[src/rtl/cache_types_pkg.sv]
// Shared cache types and tree-PLRU helpers used by the set-associative caches.
package cache_types_pkg;

   localparam int unsigned s_way     = 2;
   localparam int unsigned s_way_num = 1 << s_way;
   localparam int unsigned s_plru    = s_way_num - 1;
   localparam int unsigned s_offset  = 5;
   localparam int unsigned s_index   = 4;
   localparam int unsigned s_tag     = 32 - s_offset - s_index;
   localparam int unsigned num_sets  = 1 << s_index;

   typedef logic [s_way-1:0]     way_t;
   typedef logic [s_index-1:0]   index_t;
   typedef logic [s_tag-1:0]     tag_t;
   typedef logic [s_plru-1:0]    plru_t;
   typedef logic [s_way_num-1:0] wayvec_t;
   typedef logic [s_way-1:0]     node_t;

   // Stage-1 lookup result, also the payload driven back to the controller.
   typedef struct packed {
      logic    valid;
      logic    hit;
      wayvec_t onehot;
      way_t    way;
      logic    multi;
      way_t    victim;
      index_t  index;
   } resp_t;

   // Walk from the root: a 0 bit steers left, a 1 bit steers right.
   function automatic way_t plru_victim(input plru_t bits);
      way_t  w;
      node_t node;
      logic  b;
      w    = '0;
      node = '0;
      for (int unsigned d = 0; d < s_way; d++) begin
         b    = bits[node];
         w    = way_t'((32'(w) << 1) | 32'(b));
         node = node_t'(32'(node) * 2 + 32'(b) + 1);
      end
      return w;
   endfunction

   // Point every node on the path of w away from w.
   function automatic plru_t plru_touch(input plru_t bits, input way_t w);
      plru_t res;
      node_t node;
      logic  dir;
      res  = bits;
      node = '0;
      for (int unsigned d = 0; d < s_way; d++) begin
         dir       = 1'(32'(w) >> (s_way - 1 - d));
         res[node] = ~dir;
         node      = node_t'(32'(node) * 2 + 32'(dir) + 1);
      end
      return res;
   endfunction

endpackage

[src/rtl/nway_tag_lookup_if.sv]
// Lookup/fill request and registered lookup response between controller and tag unit.
interface nway_tag_lookup_if;
   import cache_types_pkg::*;

   logic                       lookup_valid;
   index_t                     lookup_index;
   tag_t                       lookup_tag;
   logic [s_way_num*s_tag-1:0] tags_in;
   wayvec_t                    valid_in;
   logic                       fill_valid;
   index_t                     fill_index;
   way_t                       fill_way;
   logic                       resp_valid;
   logic                       hit;
   wayvec_t                    hit_onehot;
   way_t                       hit_way;
   logic                       multi_hit;
   way_t                       victim_way;

   modport master (
      output lookup_valid, lookup_index, lookup_tag, tags_in, valid_in,
             fill_valid, fill_index, fill_way,
      input  resp_valid, hit, hit_onehot, hit_way, multi_hit, victim_way
   );

   modport slave (
      input  lookup_valid, lookup_index, lookup_tag, tags_in, valid_in,
             fill_valid, fill_index, fill_way,
      output resp_valid, hit, hit_onehot, hit_way, multi_hit, victim_way
   );

endinterface

[src/rtl/onehot_to_bin_prio.sv]
// Lowest-index priority encoder with any/multiple-bit detection.
module onehot_to_bin_prio
   import cache_types_pkg::*;
(
   input  wayvec_t onehot,
   output way_t    way_c,
   output logic    any_c,
   output logic    multi_c
);

   wayvec_t lowest_c;

   // Mask of vector positions whose index has bit b set.
   function automatic wayvec_t bit_mask(input int unsigned b);
      wayvec_t m;
      m = '0;
      for (int unsigned i = 0; i < s_way_num; i++) begin
         m = m | (wayvec_t'((i >> b) & 1) << i);
      end
      return m;
   endfunction

   assign lowest_c = onehot & (~onehot + wayvec_t'(1));
   assign any_c    = |onehot;
   assign multi_c  = |(onehot & (onehot - wayvec_t'(1)));

   for (genvar b = 0; b < s_way; b++) begin : g_enc
      assign way_c[b] = |(lowest_c & bit_mask(b));
   end

endmodule

[src/rtl/nway_tag_lookup.sv]
// N-way tag match with one cycle of latency plus per-set tree-PLRU victim selection.
module nway_tag_lookup
   import cache_types_pkg::*;
(
   input  logic               clk,
   input  logic               rst,
   nway_tag_lookup_if.slave   bus
);

   plru_t   plru_q [num_sets];
   plru_t   plru_d [num_sets];
   resp_t   s1_q;
   resp_t   s1_d;
   wayvec_t match_c;
   way_t    enc_way_c;
   logic    any_c;
   logic    multi_c;
   way_t    victim_c;
   logic    hit_touch_c;

   for (genvar w = 0; w < s_way_num; w++) begin : g_match
      assign match_c[w] = (bus.tags_in[w*s_tag +: s_tag] == bus.lookup_tag) && bus.valid_in[w];
   end

   onehot_to_bin_prio u_prio (
      .onehot  (match_c),
      .way_c   (enc_way_c),
      .any_c   (any_c),
      .multi_c (multi_c)
   );

   assign hit_touch_c = s1_q.valid && s1_q.hit;

   // Hit touch first so a same-set fill ends up most recent.
   always_comb begin
      plru_d = plru_q;
      if (hit_touch_c) begin
         plru_d[s1_q.index] = plru_touch(plru_d[s1_q.index], s1_q.way);
      end
      if (bus.fill_valid) begin
         plru_d[bus.fill_index] = plru_touch(plru_d[bus.fill_index], bus.fill_way);
      end
   end

   // Victim sees this cycle's pending touches so back-to-back lookups stay current.
   assign victim_c = plru_victim(plru_d[bus.lookup_index]);

   always_comb begin
      s1_d        = '0;
      s1_d.valid  = bus.lookup_valid;
      s1_d.hit    = any_c;
      s1_d.onehot = match_c;
      s1_d.way    = enc_way_c;
      s1_d.multi  = multi_c;
      s1_d.victim = victim_c;
      s1_d.index  = bus.lookup_index;
   end

   always_ff @(posedge clk) begin
      if (!rst) begin
         s1_q   <= '0;
         plru_q <= '{default: '0};
      end else begin
         s1_q   <= s1_d;
         plru_q <= plru_d;
      end
   end

   assign bus.resp_valid = s1_q.valid;
   assign bus.hit        = s1_q.hit;
   assign bus.hit_onehot = s1_q.onehot;
   assign bus.hit_way    = s1_q.way;
   assign bus.multi_hit  = s1_q.multi;
   assign bus.victim_way = s1_q.victim;

endmodule

[src/flat_wrapper.sv]
// flat-port wrapper written by rule: the top's interface ports become plain ports
module nway_tag_lookup_flat import cache_types_pkg::*;
  (clk, rst, bus_lookup_valid, bus_lookup_index, bus_lookup_tag, bus_tags_in, bus_valid_in, bus_fill_valid, bus_fill_index, bus_fill_way, bus_resp_valid, bus_hit, bus_hit_onehot, bus_hit_way, bus_multi_hit, bus_victim_way);
  nway_tag_lookup_if bus_i ();
  input  logic clk;
  input  logic rst;
  input wire logic [$bits(bus_i.lookup_valid)-1:0] bus_lookup_valid;
  input wire logic [$bits(bus_i.lookup_index)-1:0] bus_lookup_index;
  input wire logic [$bits(bus_i.lookup_tag)-1:0] bus_lookup_tag;
  input wire logic [$bits(bus_i.tags_in)-1:0] bus_tags_in;
  input wire logic [$bits(bus_i.valid_in)-1:0] bus_valid_in;
  input wire logic [$bits(bus_i.fill_valid)-1:0] bus_fill_valid;
  input wire logic [$bits(bus_i.fill_index)-1:0] bus_fill_index;
  input wire logic [$bits(bus_i.fill_way)-1:0] bus_fill_way;
  output wire logic [$bits(bus_i.resp_valid)-1:0] bus_resp_valid;
  output wire logic [$bits(bus_i.hit)-1:0] bus_hit;
  output wire logic [$bits(bus_i.hit_onehot)-1:0] bus_hit_onehot;
  output wire logic [$bits(bus_i.hit_way)-1:0] bus_hit_way;
  output wire logic [$bits(bus_i.multi_hit)-1:0] bus_multi_hit;
  output wire logic [$bits(bus_i.victim_way)-1:0] bus_victim_way;
  assign bus_i.lookup_valid = bus_lookup_valid;
  assign bus_i.lookup_index = bus_lookup_index;
  assign bus_i.lookup_tag = bus_lookup_tag;
  assign bus_i.tags_in = bus_tags_in;
  assign bus_i.valid_in = bus_valid_in;
  assign bus_i.fill_valid = bus_fill_valid;
  assign bus_i.fill_index = bus_fill_index;
  assign bus_i.fill_way = bus_fill_way;
  assign bus_resp_valid = bus_i.resp_valid;
  assign bus_hit = bus_i.hit;
  assign bus_hit_onehot = bus_i.hit_onehot;
  assign bus_hit_way = bus_i.hit_way;
  assign bus_multi_hit = bus_i.multi_hit;
  assign bus_victim_way = bus_i.victim_way;
  nway_tag_lookup u_core (.clk(clk), .rst(rst), .bus(bus_i));
endmodule
[config.mk]
export PLATFORM = sky130hd
export DESIGN_NAME = nway_tag_lookup_flat
export DESIGN_NICKNAME = d
export VERILOG_FILES = /design/src/rtl/cache_types_pkg.sv /design/src/rtl/nway_tag_lookup_if.sv /design/src/rtl/onehot_to_bin_prio.sv /design/src/rtl/nway_tag_lookup.sv /design/src/flat_wrapper.sv
export SDC_FILE = /design/constraint.sdc
export NUM_CORES = 1
export LEC_CHECK = 0
export ABC_AREA = 1
export BUFFER_PORTS_ARGS = -buffer_cell sky130_fd_sc_hd__buf_2
export CORE_MARGIN = 2
export CORE_UTILIZATION = 35
export CTS_CLUSTER_DIAMETER = 200
export DETAILED_ROUTE_END_ITERATION = 12
export GPL_TIMING_DRIVEN = 0
export HOLD_SLACK_MARGIN = 0.03
export PLACE_DENSITY = 0.64
export SLEW_MARGIN = 20
export SYNTH_ARGS = -nofsm -noshare
export SYNTH_HDL_FRONTEND = slang
export SYNTH_SLANG_ARGS = --single-unit
[constraint.sdc]
create_clock -name clk -period 5.71 [get_ports clk]
set_input_delay 0.2855 -clock clk [delete_from_list [all_inputs] [get_ports clk]]
set_output_delay 0.2855 -clock clk [all_outputs]
set_load 0.05 [all_outputs]
==> metrics.cfg <==
[clock_network]
numCtsBuffers = 9
clk_latency_ps = 350
hold_buffers = 0
cts_max_level = 3
cts_root_buf = clkbuf_16
post_cts_buffers = 0
clk_pin_slew_worst_paths_ps = 50
cts_resized = 0
tritoncts = yes
cts.sinks = 63
cts_buffer_depth = 2

[critical_path]
crit_type = reg -> reg
cp_max_fo = 10
critPathCaptureType = register
worstSetupStartpointType = register
arrival_ps = 4080
crit_required_ps = 5950
r2r_slack_ps = 1870

[logic_synthesis]
avgSynthCellArea_um2 = 5.93
ys_ff_latch = 63
ys_async_sr_fraction_pct = 0
synthesis.area_um2 = 5390
synth_cell_types = 39
synth_fp_nets = 1042
syn-instance-count = 909
ys_seq_area_share_pct = 23.4
yosys_warnings = 0
synth_flop_cell = dfxtp_1
synth_edf_count = 0

[timing]
fin_tns_setup_ps = 0
worstMarginPinSlew_ps = 1030
setup_viol = 0
layout_min_cycle_time_ps = 3840
relSlewSlack_pct = 31.3
skew_ps = 8.87
slew_viol_final = 0
rsz0062_at_grt = no
timing.hold.ws_ps = 147
post-route-period-util_pct = 67.2
hold_viol = 0
max_freq_mhz = 261

[detailed_routing]
drc = 0
vias = 6990
drtAntennaViolNets = 0
avgRoutedWirePerCell_um = 18.6
drt_iter0_drc = 1099
viasPerCell = 5.59
first_pass_iters = 5
route.final.wire_length_um = 23200

[global_routing]
grt_pass1_wl_um = 35000
use_met2_pct = 43.0
antenna_found_initial = 0
grt_pass1_vias = 6335
grt_overflow = 0
grt_usage_pct = 28.4
top_usage_layer = met2
globalRouteMet1Util_pct = 38.8
grt_max_degree = 11
grt.met3_usage_pct = 4.88

[power_and_ir_drop]
p_per_area_nw_per_um2 = 184
power.total_w = 0.00121
p_leak_nw = 3.07
ir_drop_mv = 0.136

[final_layout]
final_common_cell = nand2_1
final_cell_mix = nand2_1, buf_2, nand3_1
layoutNonFillerInstCount = 1251
finalNetCount = 1193
drive_gt1_share_pct = 19.8
postLayoutCoreUtil_pct = 43.4
antennaDiodeCount = 0
syn_to_final_growth_pct = 21.9

[placed_design]
dp.cells = 1237
post-dp-hpwl_um = 17900
gp_congestion = 0.986
port_buffers = 140

[status]
outcome = finished clean

[floorplan]
dieWidth_um = 128
dieArea_um2 = 16400
rows = 45
start_util_pct = 35.6
ios = 144
core_um2 = 15100
die_h_um = 128

[job]
drv_cap = 0

[min_path]
hp-class = in -> reg

-- metrics by stage --
stage	area, um2	setup WS, ps
6_report	6570	1870
5_1_grt	6570	1680
4_1_cts	6570	2040
3_5_place_dp	6330	2050
3_3_place_gp	6330	2020
2_1_floorplan	5390	3200
-- power breakdown --
part | leakage [nW] | switching, W | total, W | internal, W
Combinational | 2.44 | 0.000174 | 0.000272 | 0.0000976
Clock | 0.122 | 0.000202 | 0.000490 | 0.000287
Sequential | 0.510 | 0.00000305 | 0.000451 | 0.000448
Total | 3.07 | 0.000380 | 0.00121 | 0.000833
-- worst paths after layout --
| check | startpoint | end | depth (start not counted) |
|---|---|---|---|
| hold reg to reg | u_core.plru_q[16]$_SDFF_PN0_ | u_core.plru_q[16]$_SDFF_PN0_ | 4 |
| setup reg to reg | u_core.s1_q[0]$_SDFF_PN0_ | u_core.bus.victim_way[0]$_SDFF_PN0_ | 26 |
| setup / recovery | u_core.s1_q[0]$_SDFF_PN0_ | u_core.bus.victim_way[0]$_SDFF_PN0_ | 26 |
| hold / removal | bus_lookup_valid | u_core.bus.resp_valid$_SDFF_PN0_ | 3 |
-- registers in the layout (all words and copies together) (netlist names) --
signal	cells
u_core.bus.hit_onehot	4
u_core.bus.victim_way	2
u_core.s1_q	4
u_core.bus.hit_way	2
u_core.bus.hit	1
u_core.plru_q	48
u_core.bus.resp_valid	1
u_core.bus.multi_hit	1
-- per-layer routing --
metal	routed length, um	share of wire, %
met4	1120	4.8
met2	9840	42
met3	2450	11
met5	0	0
met1	9810	42
-- critical path, stage by stage (launching register included) --
cell and delay [ps]:
dfxtp_1 300, buf_6 130, buf_2 230, nand2_1 100
nand2_1 100, nand2_1 120, nand2_1 70, nand2_1 70
nand3_2 100, o21bai_4 350, buf_6 250, nand2_1 90
nand3_1 100, nand2_1 60, nor2_1 140, nor2_1 60
nor2_1 200, nand3_2 260, buf_6 250, nand3_1 100
o211ai_1 100, nand3_1 140, nand3_1 100, nand3_1 140
nand2_1 60, nand2_1 60, nand2_1 50
-- cell families (layout without fill, tap and decap cells) --
logic type	after synthesis	after routing	synth area share [%]
AOI/OAI and AO/OA	180	180	19.7
xor gates and xnor gates	22	22	3.57
adders and majority gates	1	1	0.186
buffers and inverters	139	293	11.3
DFF	63	63	23.4
and+or+nand+nor	504	504	41.9
-- cell usage after synthesis, types with 2 or more instances --
| master | n | area share, % |
|---|---|---|
| a211oi_1 | 3 | 0.42 |
| a21boi_0 | 2 | 0.28 |
| a21oi_1 | 52 | 4.8 |
| a221o_1 | 3 | 0.56 |
| a221oi_1 | 6 | 0.97 |
| a22o_1 | 9 | 1.5 |
| a31oi_1 | 4 | 0.46 |
| and3_1 | 5 | 0.58 |
| buf_2 | 4 | 0.37 |
| buf_4 | 9 | 1.3 |
| buf_6 | 6 | 1.3 |
| clkbuf_1 | 16 | 1.1 |
| dfxtp_1 | 63 | 23 |
| inv_1 | 101 | 7.0 |
| inv_2 | 2 | 0.14 |
| nand2_1 | 209 | 15 |
| nand3_1 | 135 | 13 |
| nand3_2 | 13 | 2.4 |
| nand4_1 | 5 | 0.58 |
| nor2_1 | 102 | 7.1 |
| nor4_1 | 10 | 1.2 |
| o2111ai_1 | 2 | 0.32 |
| o211ai_1 | 3 | 0.42 |
| o21ai_0 | 70 | 6.5 |
| o21ai_1 | 4 | 0.37 |
| o22ai_1 | 17 | 2.0 |
| or2_2 | 22 | 2.6 |
| xnor2_1 | 15 | 2.4 |
| xor2_1 | 7 | 1.1 |
-- final cells by class --
cell class / instances / area, um2
multi-input cells: 707 / 3520
flip-flops and latches: 63 / 1260
inverters: 104 / 393
fillers: 1672 / 8570
plain buffers: 35 / 215
clock buffers: 12 / 236
clock inverters: 2 / 10.0
well taps: 188 / 235
repair buffers: 140 / 701
Note: power is estimated with default switching activity, not from simulation.
